--- src/rtl/dpsk_pkg.sv ---
// dpsk_pkg
// Shared tables and helpers for the DBPSK/DQPSK symbol mapper.
//   - Gray increment tables (DQPSK, DBPSK)
//   - phase-to-sign tables, one sign bit per axis (1 = negative)
//   - signed_amp(): turns a sign bit into +/-AMP
//   - params_legal(): parameter legality check used at elaboration
package dpsk_pkg;

    // DQPSK Gray increment, indexed by {a,b} with a the first bit received.
    // 00 -> 0, 01 -> 1, 10 -> 3, 11 -> 2 (units of 90 degrees).
    localparam logic [1:0] DQPSK_INC [4] = '{2'd0, 2'd1, 2'd3, 2'd2};

    // DBPSK: the bit itself is the increment (units of 180 degrees).
    localparam logic [0:0] DBPSK_INC [2] = '{1'b0, 1'b1};

    // Sign bit per axis, indexed by phase.
    // DQPSK: p0 (+,+), p1 (-,+), p2 (-,-), p3 (+,-).
    localparam logic [3:0] DQPSK_I_NEG = 4'b1001 ^ 4'b1111;
    localparam logic [3:0] DQPSK_Q_NEG = 4'b1100;
    // DBPSK: p0 +, p1 -.
    localparam logic [1:0] DBPSK_I_NEG = 2'b10;

    // Map a sign bit to +/-amp; the caller narrows to its output width.
    function automatic int signed_amp(input logic neg, input int amp);
        return neg ? -amp : amp;
    endfunction

    // Legal when BITS_PER_SYM is 1 or 2, CLKS_PER_BIT >= 2 and
    // 1 <= AMP <= 2^(OUT_W-1)-1.
    function automatic bit params_legal(input int bps, input int cpb,
                                        input int out_w, input int amp);
        return (bps == 1 || bps == 2) && (cpb >= 2) && (out_w >= 2) &&
               (out_w <= 31) && (amp >= 1) && (amp <= (1 << (out_w - 1)) - 1);
    endfunction

endpackage

--- src/rtl/dpsk_diff_encoder.sv ---
// dpsk_diff_encoder
// Phase register for the symbol mapper. On each update strobe the phase
// either accumulates the increment (differential) or is overwritten by it
// (absolute). The register width makes the add wrap modulo 2^BITS_PER_SYM.
// Ports:
//   clk, rst     clock, async active-high reset (phase -> 0)
//   update       enable-qualified strobe, high on the last-bit sample edge
//   diff_en      1 = accumulate, 0 = absolute
//   inc          Gray-decoded phase increment
//   phase        current phase
module dpsk_diff_encoder #(
    parameter int BITS_PER_SYM = 2
) (
    input  logic                    clk,
    input  logic                    rst,
    input  logic                    update,
    input  logic                    diff_en,
    input  logic [BITS_PER_SYM-1:0] inc,
    output logic [BITS_PER_SYM-1:0] phase
);

    always_ff @(posedge clk or posedge rst) begin
        if (rst) begin
            phase <= '0;
        end else if (update) begin
            phase <= diff_en ? (phase + inc) : inc;
        end
    end

endmodule

--- src/rtl/dpsk_symbol_mapper.sv ---
// dpsk_symbol_mapper
// Serial-to-symbol mapper for the DBPSK/DQPSK transmit chain. Bits are
// sampled once every CLKS_PER_BIT cycles, grouped into symbols, Gray
// decoded into a phase increment and mapped to signed +/-AMP I/Q samples.
// Ports:
//   clk, rst     clock, async active-high reset
//   en           clock enable; low freezes all state
//   din          serial data, sampled when bit_strobe is high
//   diff_en      1 = differential, 0 = absolute mapping (taken per symbol)
//   zero_stuff   1 = value only in the sym_strobe cycle, 0 = hold
//   bit_strobe   high in the cycle din is sampled
//   sym_strobe   high in the first cycle of a new di/dq value
//   di, dq       signed I/Q samples (dq is 0 for DBPSK)
module dpsk_symbol_mapper
    import dpsk_pkg::*;
#(
    parameter int BITS_PER_SYM = 2,
    parameter int CLKS_PER_BIT = 4,
    parameter int OUT_W        = 2,
    parameter int AMP          = 1
) (
    input  logic                    clk,
    input  logic                    rst,
    input  logic                    en,
    input  logic                    din,
    input  logic                    diff_en,
    input  logic                    zero_stuff,
    output logic                    bit_strobe,
    output logic                    sym_strobe,
    output logic signed [OUT_W-1:0] di,
    output logic signed [OUT_W-1:0] dq
);

    if (!params_legal(BITS_PER_SYM, CLKS_PER_BIT, OUT_W, AMP)) begin : g_param_error
        $error("dpsk_symbol_mapper: illegal BITS_PER_SYM/CLKS_PER_BIT/OUT_W/AMP");
    end

    localparam int CNT_W = $clog2(CLKS_PER_BIT);
    localparam logic [CNT_W-1:0] CNT_LAST = CNT_W'(CLKS_PER_BIT - 1);
    localparam logic IDX_LAST = 1'(BITS_PER_SYM - 1);

    // The symbol cycle counter is split into a per-bit counter and a bit
    // index, so sample points are simply bit_cnt == 0.
    logic [CNT_W-1:0]        bit_cnt;
    logic                    bit_idx;
    logic                    sample;
    logic                    last_sample;
    logic                    pending;
    logic                    zs_mode;
    logic [BITS_PER_SYM-1:0] inc;
    logic [BITS_PER_SYM-1:0] phase;
    logic signed [OUT_W-1:0] i_val;
    logic signed [OUT_W-1:0] q_val;

    assign sample      = (bit_cnt == '0);
    assign last_sample = en && sample && (bit_idx == IDX_LAST);
    // bit_strobe follows en directly so it marks exactly the sampling cycle.
    assign bit_strobe  = en && sample && !rst;

    if (BITS_PER_SYM == 2) begin : g_dqpsk
        // Holds the first bit of the symbol; the second arrives on din at the
        // last-bit edge, so the increment is formed without a second register.
        logic first_bit;

        always_ff @(posedge clk or posedge rst) begin
            if (rst) begin
                first_bit <= 1'b0;
            end else if (en && sample && (bit_idx == 1'b0)) begin
                first_bit <= din;
            end
        end

        assign inc   = DQPSK_INC[{first_bit, din}];
        assign i_val = OUT_W'(signed_amp(DQPSK_I_NEG[phase], AMP));
        assign q_val = OUT_W'(signed_amp(DQPSK_Q_NEG[phase], AMP));
    end else begin : g_dbpsk
        assign inc   = DBPSK_INC[din];
        assign i_val = OUT_W'(signed_amp(DBPSK_I_NEG[phase], AMP));
        assign q_val = '0;
    end

    // diff_en is consumed by the encoder on the last-bit edge itself, which
    // is the same edge the mode is defined to be captured on.
    dpsk_diff_encoder #(
        .BITS_PER_SYM(BITS_PER_SYM)
    ) u_diff_encoder (
        .clk     (clk),
        .rst     (rst),
        .update  (last_sample),
        .diff_en (diff_en),
        .inc     (inc),
        .phase   (phase)
    );

    // Bit timer, zero_stuff capture and output registers. The output stage
    // loads one enabled cycle after the phase update (pending), giving the
    // two-cycle sample-to-output latency.
    always_ff @(posedge clk or posedge rst) begin
        if (rst) begin
            bit_cnt    <= '0;
            bit_idx    <= 1'b0;
            pending    <= 1'b0;
            zs_mode    <= 1'b0;
            sym_strobe <= 1'b0;
            di         <= '0;
            dq         <= '0;
        end else if (en) begin
            if (bit_cnt == CNT_LAST) begin
                bit_cnt <= '0;
                bit_idx <= (bit_idx == IDX_LAST) ? 1'b0 : (bit_idx + 1'b1);
            end else begin
                bit_cnt <= bit_cnt + 1'b1;
            end
            pending <= last_sample;
            if (last_sample) begin
                zs_mode <= zero_stuff;
            end
            if (pending) begin
                di         <= i_val;
                dq         <= q_val;
                sym_strobe <= 1'b1;
            end else begin
                sym_strobe <= 1'b0;
                if (zs_mode) begin
                    di <= '0;
                    dq <= '0;
                end
            end
        end else begin
            sym_strobe <= 1'b0;
        end
    end

endmodule

--- config.mk ---
export PLATFORM = sky130hd
export DESIGN_NAME = dpsk_symbol_mapper
export DESIGN_NICKNAME = d
export VERILOG_FILES = /design/src/rtl/dpsk_pkg.sv /design/src/rtl/dpsk_diff_encoder.sv /design/src/rtl/dpsk_symbol_mapper.sv
export SDC_FILE = /design/constraint.sdc
export NUM_CORES = 1
export LEC_CHECK = 0
export CAP_MARGIN = 20
export CORE_MARGIN = 3
export CORE_UTILIZATION = 42
export CTS_CLUSTER_SIZE = 10
export DETAILED_ROUTE_END_ITERATION = 12
export PLACE_DENSITY = 0.69
export SLEW_MARGIN = 20
export SYNTH_ARGS = -nofsm -noshare
export SYNTH_HDL_FRONTEND = slang
export SYNTH_SLANG_ARGS = --single-unit
export TNS_END_PERCENT = 30
--- constraint.sdc ---
create_clock -name clk -period 1.5 [get_ports clk]
set_clock_uncertainty 0.15 [all_clocks]
set_input_delay 0.3 -clock clk [delete_from_list [all_inputs] [get_ports clk]]
set_output_delay 0.3 -clock clk [all_outputs]
set_load 0.05 [all_outputs]
==> results.md <==
* Hold-fix buffers, CTS at 0
* Worst min path class: input port to flop
* Most common cell in the netlist: dfrtp_1
* Chip height at 43.1 microns
* Final Max Slew Viols at 0
* Measured slew at the worst slew-check pin at 0.252 ns
* Placer Congestion at 0.672
* Root Driver: clkbuf_4
* Hold depth at 2
* Area share of the largest cell type after synthesis at 0.521
* #FFs+latches synth at 12
* Endpoints failing setup at 1
* Setup CP Type: flop to output port
* CTS tree: built
* # diodes at 0
* Multi-input logic area at 283 sq um
* Pre-Repair DR Iteration Count at 2
* Clk_lat worst skew at 0.27 ns
* DIE WIDTH at 43.1 microns
* CP max FO at 3
* Vias in the first global route at 410
* Routed via count at 440
* Pin count of the biggest net entering global routing at 13
* DP Area at 797 sq um
* H-tree levels at 1
* I/O pins at 12
* Setup WS post-layout at -0.129 ns
* Unique masters post-synth at 21
* GRT Util Overall at 0.125
* Leakage at 0.413 nW
* Synth warn at 0
* Ranking of synthesized cells by area: dfrtp_1 (52%), ha_1 (6.5%), o21ai_0 (5.2%)
* Initial core utilization at 0.480
* PwrDens at 2110 nW/um^2
* Final wirelength at 965 microns
* Share of cells above drive strength 1 at 0.356
* Seq. cell area at 300 sq um
* Number of flops mapped to enable cells by yosys at 0
* Synth area leader: dfrtp_1
* Syn Std Cell Area at 577 sq um
* CTS buffer count at 3
* Pre-CTS WS at -0.403 ns
* Initial antenna violation count at 0
* Post-synth net total at 63
* Clk sinks at 12
* DR DRC count at 0
* RSZ-0062 raised after global routing: yes
* P&R area growth vs syn at 51.2%
* Critical Path Source Type: flop
* Hpwl dp at 718 microns
* Initial drt markers at 2
* I/O Buffers at 11
* Synth async-reset ratio at 1.00
* Final hold violation count at 0
* Status: finished, violations left
* Antenna-violating nets left at 0
* Final Instance Area at 872 sq um
* Post-synthesis sequential area ratio at 0.521
* Worst Path Required at 1.05 ns
* GR Overflow Total at 0
* Fmax at 0.614 GHz
* Rows at 12
* Full die area at 1850 sq um
* WL per Instance at 11.1 microns
* Most used DFF post-synth: dfrtp_1
* R2R depth at 5
* FILL cells at 94
* Failing checks: negative setup slack
* Period utilisation layout at 1.09
* Worst relative slew slack at 0.831
* Most frequent cells after synthesis: dfrtp_1 (12), nand2_1 (6), o21ai_0 (6)
* CP Capture Type: output port
* Nets at 83
* Fin Hold WS at 0.214 ns
* Max-Cap Viols at 0
* Post-synthesis cell count at 54
* Clk pin slew, worst setup/hold paths at 0.08 ns
* Setup tns final at -0.129 ns
* CTS max path bufs at 2
* Core area at 1200 sq um
* WP data arrival at 1.18 ns
* First-pass GRT wire length at 1730 microns
* Vias per inst at 5.06
* Syn Area/Cell at 10.7 sq um
* Max IR drop VDD at 1.08 mV
* Post-layout min period at 1.63 ns
[final timing paths]
kind / endpoint / slack, ns / start
worst max-delay path: bit_strobe / -0.13 / bit_cnt[0]
worst min-delay path: g_dqpsk.first_bit / 0.21 / din
worst max register to register: u_diff_encoder.phase[1] / 0.04 / g_dqpsk.first_bit
worst min register to register: bit_idx / 0.37 / bit_idx
max in group asynchronous: di[0] / 0.79 / rst
min in group asynchronous: g_dqpsk.first_bit / 0.24 / rst
[cells by family (layout without fill, tap and decap cells)]
family / after synthesis / count (layout) / share of synthesized area
mux: 3 / 3 / 0.0564
fa+ha+maj: 3 / 3 / 0.0651
xor+xnor: 3 / 3 / 0.0456
flops: 12 / 12 / 0.521
simple gates: 14 / 14 / 0.117
buf+inv: 7 / 26 / 0.0542
compound gates: 12 / 12 / 0.141
[registers in the layout, summed over array words and instances, names as in the netlist]
| register | flops |
|---|---|
| dq | 1 |
| pending | 1 |
| di | 2 |
| zs_mode | 1 |
| bit_idx | 1 |
| u_diff_encoder.phase | 2 |
| bit_cnt | 2 |
| sym_strobe | 1 |
| g_dqpsk.first_bit | 1 |
[worst max-delay path, stage by stage, from the launching register on]
cell     delay, ns
dfrtp_1       0.39
inv_2         0.08
ha_4          0.15
nand2_4       0.06
nor2_4        0.10
buf_12        0.14
[power by group]
part | total (W) | switching [W] | internal (W)
Clock | 0.000254 | 0.000107 | 0.000147
Sequential | 0.000615 | 0.000147 | 0.000469
Combinational | 0.000967 | 0.000462 | 0.000504
Total | 0.00184 | 0.000716 | 0.00112
[cell usage in the layout, fill, tap and decap left out, drive strengths merged]
cell / count
nor2: 3
xor2: 2
xnor2: 1
ha: 3
dlygate4sd2: 1
nand2b: 2
dfrtp: 12
mux2: 2
dlymetal6s2s: 1
clkdlybuf4s50: 3
o21ai: 6
nand3: 2
a21o: 1
buf: 12
a211oi: 1
and2: 1
clkbuf: 4
inv: 5
nand2: 6
mux2i: 1
o21ba: 1
a311oi: 1
a22o: 2
[per-layer routing]
layer / wire, microns / part of all wire / track usage / up-vias
met5: 0 / 0 / 0 / -
met4: 7 / 0.0073 / 0.0542 / 0
met3: 49 / 0.051 / 0.0381 / 2
met2: 465 / 0.48 / 0.192 / 10
met1: 442 / 0.46 / 0.161 / 209
li1: - / - / - / 219
[final cells by class]
| class | instances | share of cell area |
|---|---|---|
| inverter | 5 | 0.0215 |
| tap | 14 | 0.0201 |
| multi-input combinational | 35 | 0.324 |
| clock buffer | 4 | 0.0416 |
| timing repair buffer | 17 | 0.248 |
| sequential | 12 | 0.344 |
[stage by stage]
step                power (W)  utilization  cells
global route          0.00196        0.726     87
CTS                   0.00184        0.718     87
floorplan             0.00113            -     54
detailed placement    0.00150        0.664     82
finish                0.00184        0.726     87
global placement      0.00148        0.664     82
[what timing repair did]
| item | CTS | global route |
|---|---|---|
| cloned | 0 | 0 |
| endpoints found under the hold margin | 0 | 0 |
| buffers inserted | 1 | 0 |
| pin swaps | 2 | 4 |
| endpoints found under the setup margin | 3 | 3 |
| resized for setup | 8 | 3 |
Power figures use the tool's default switching activity.
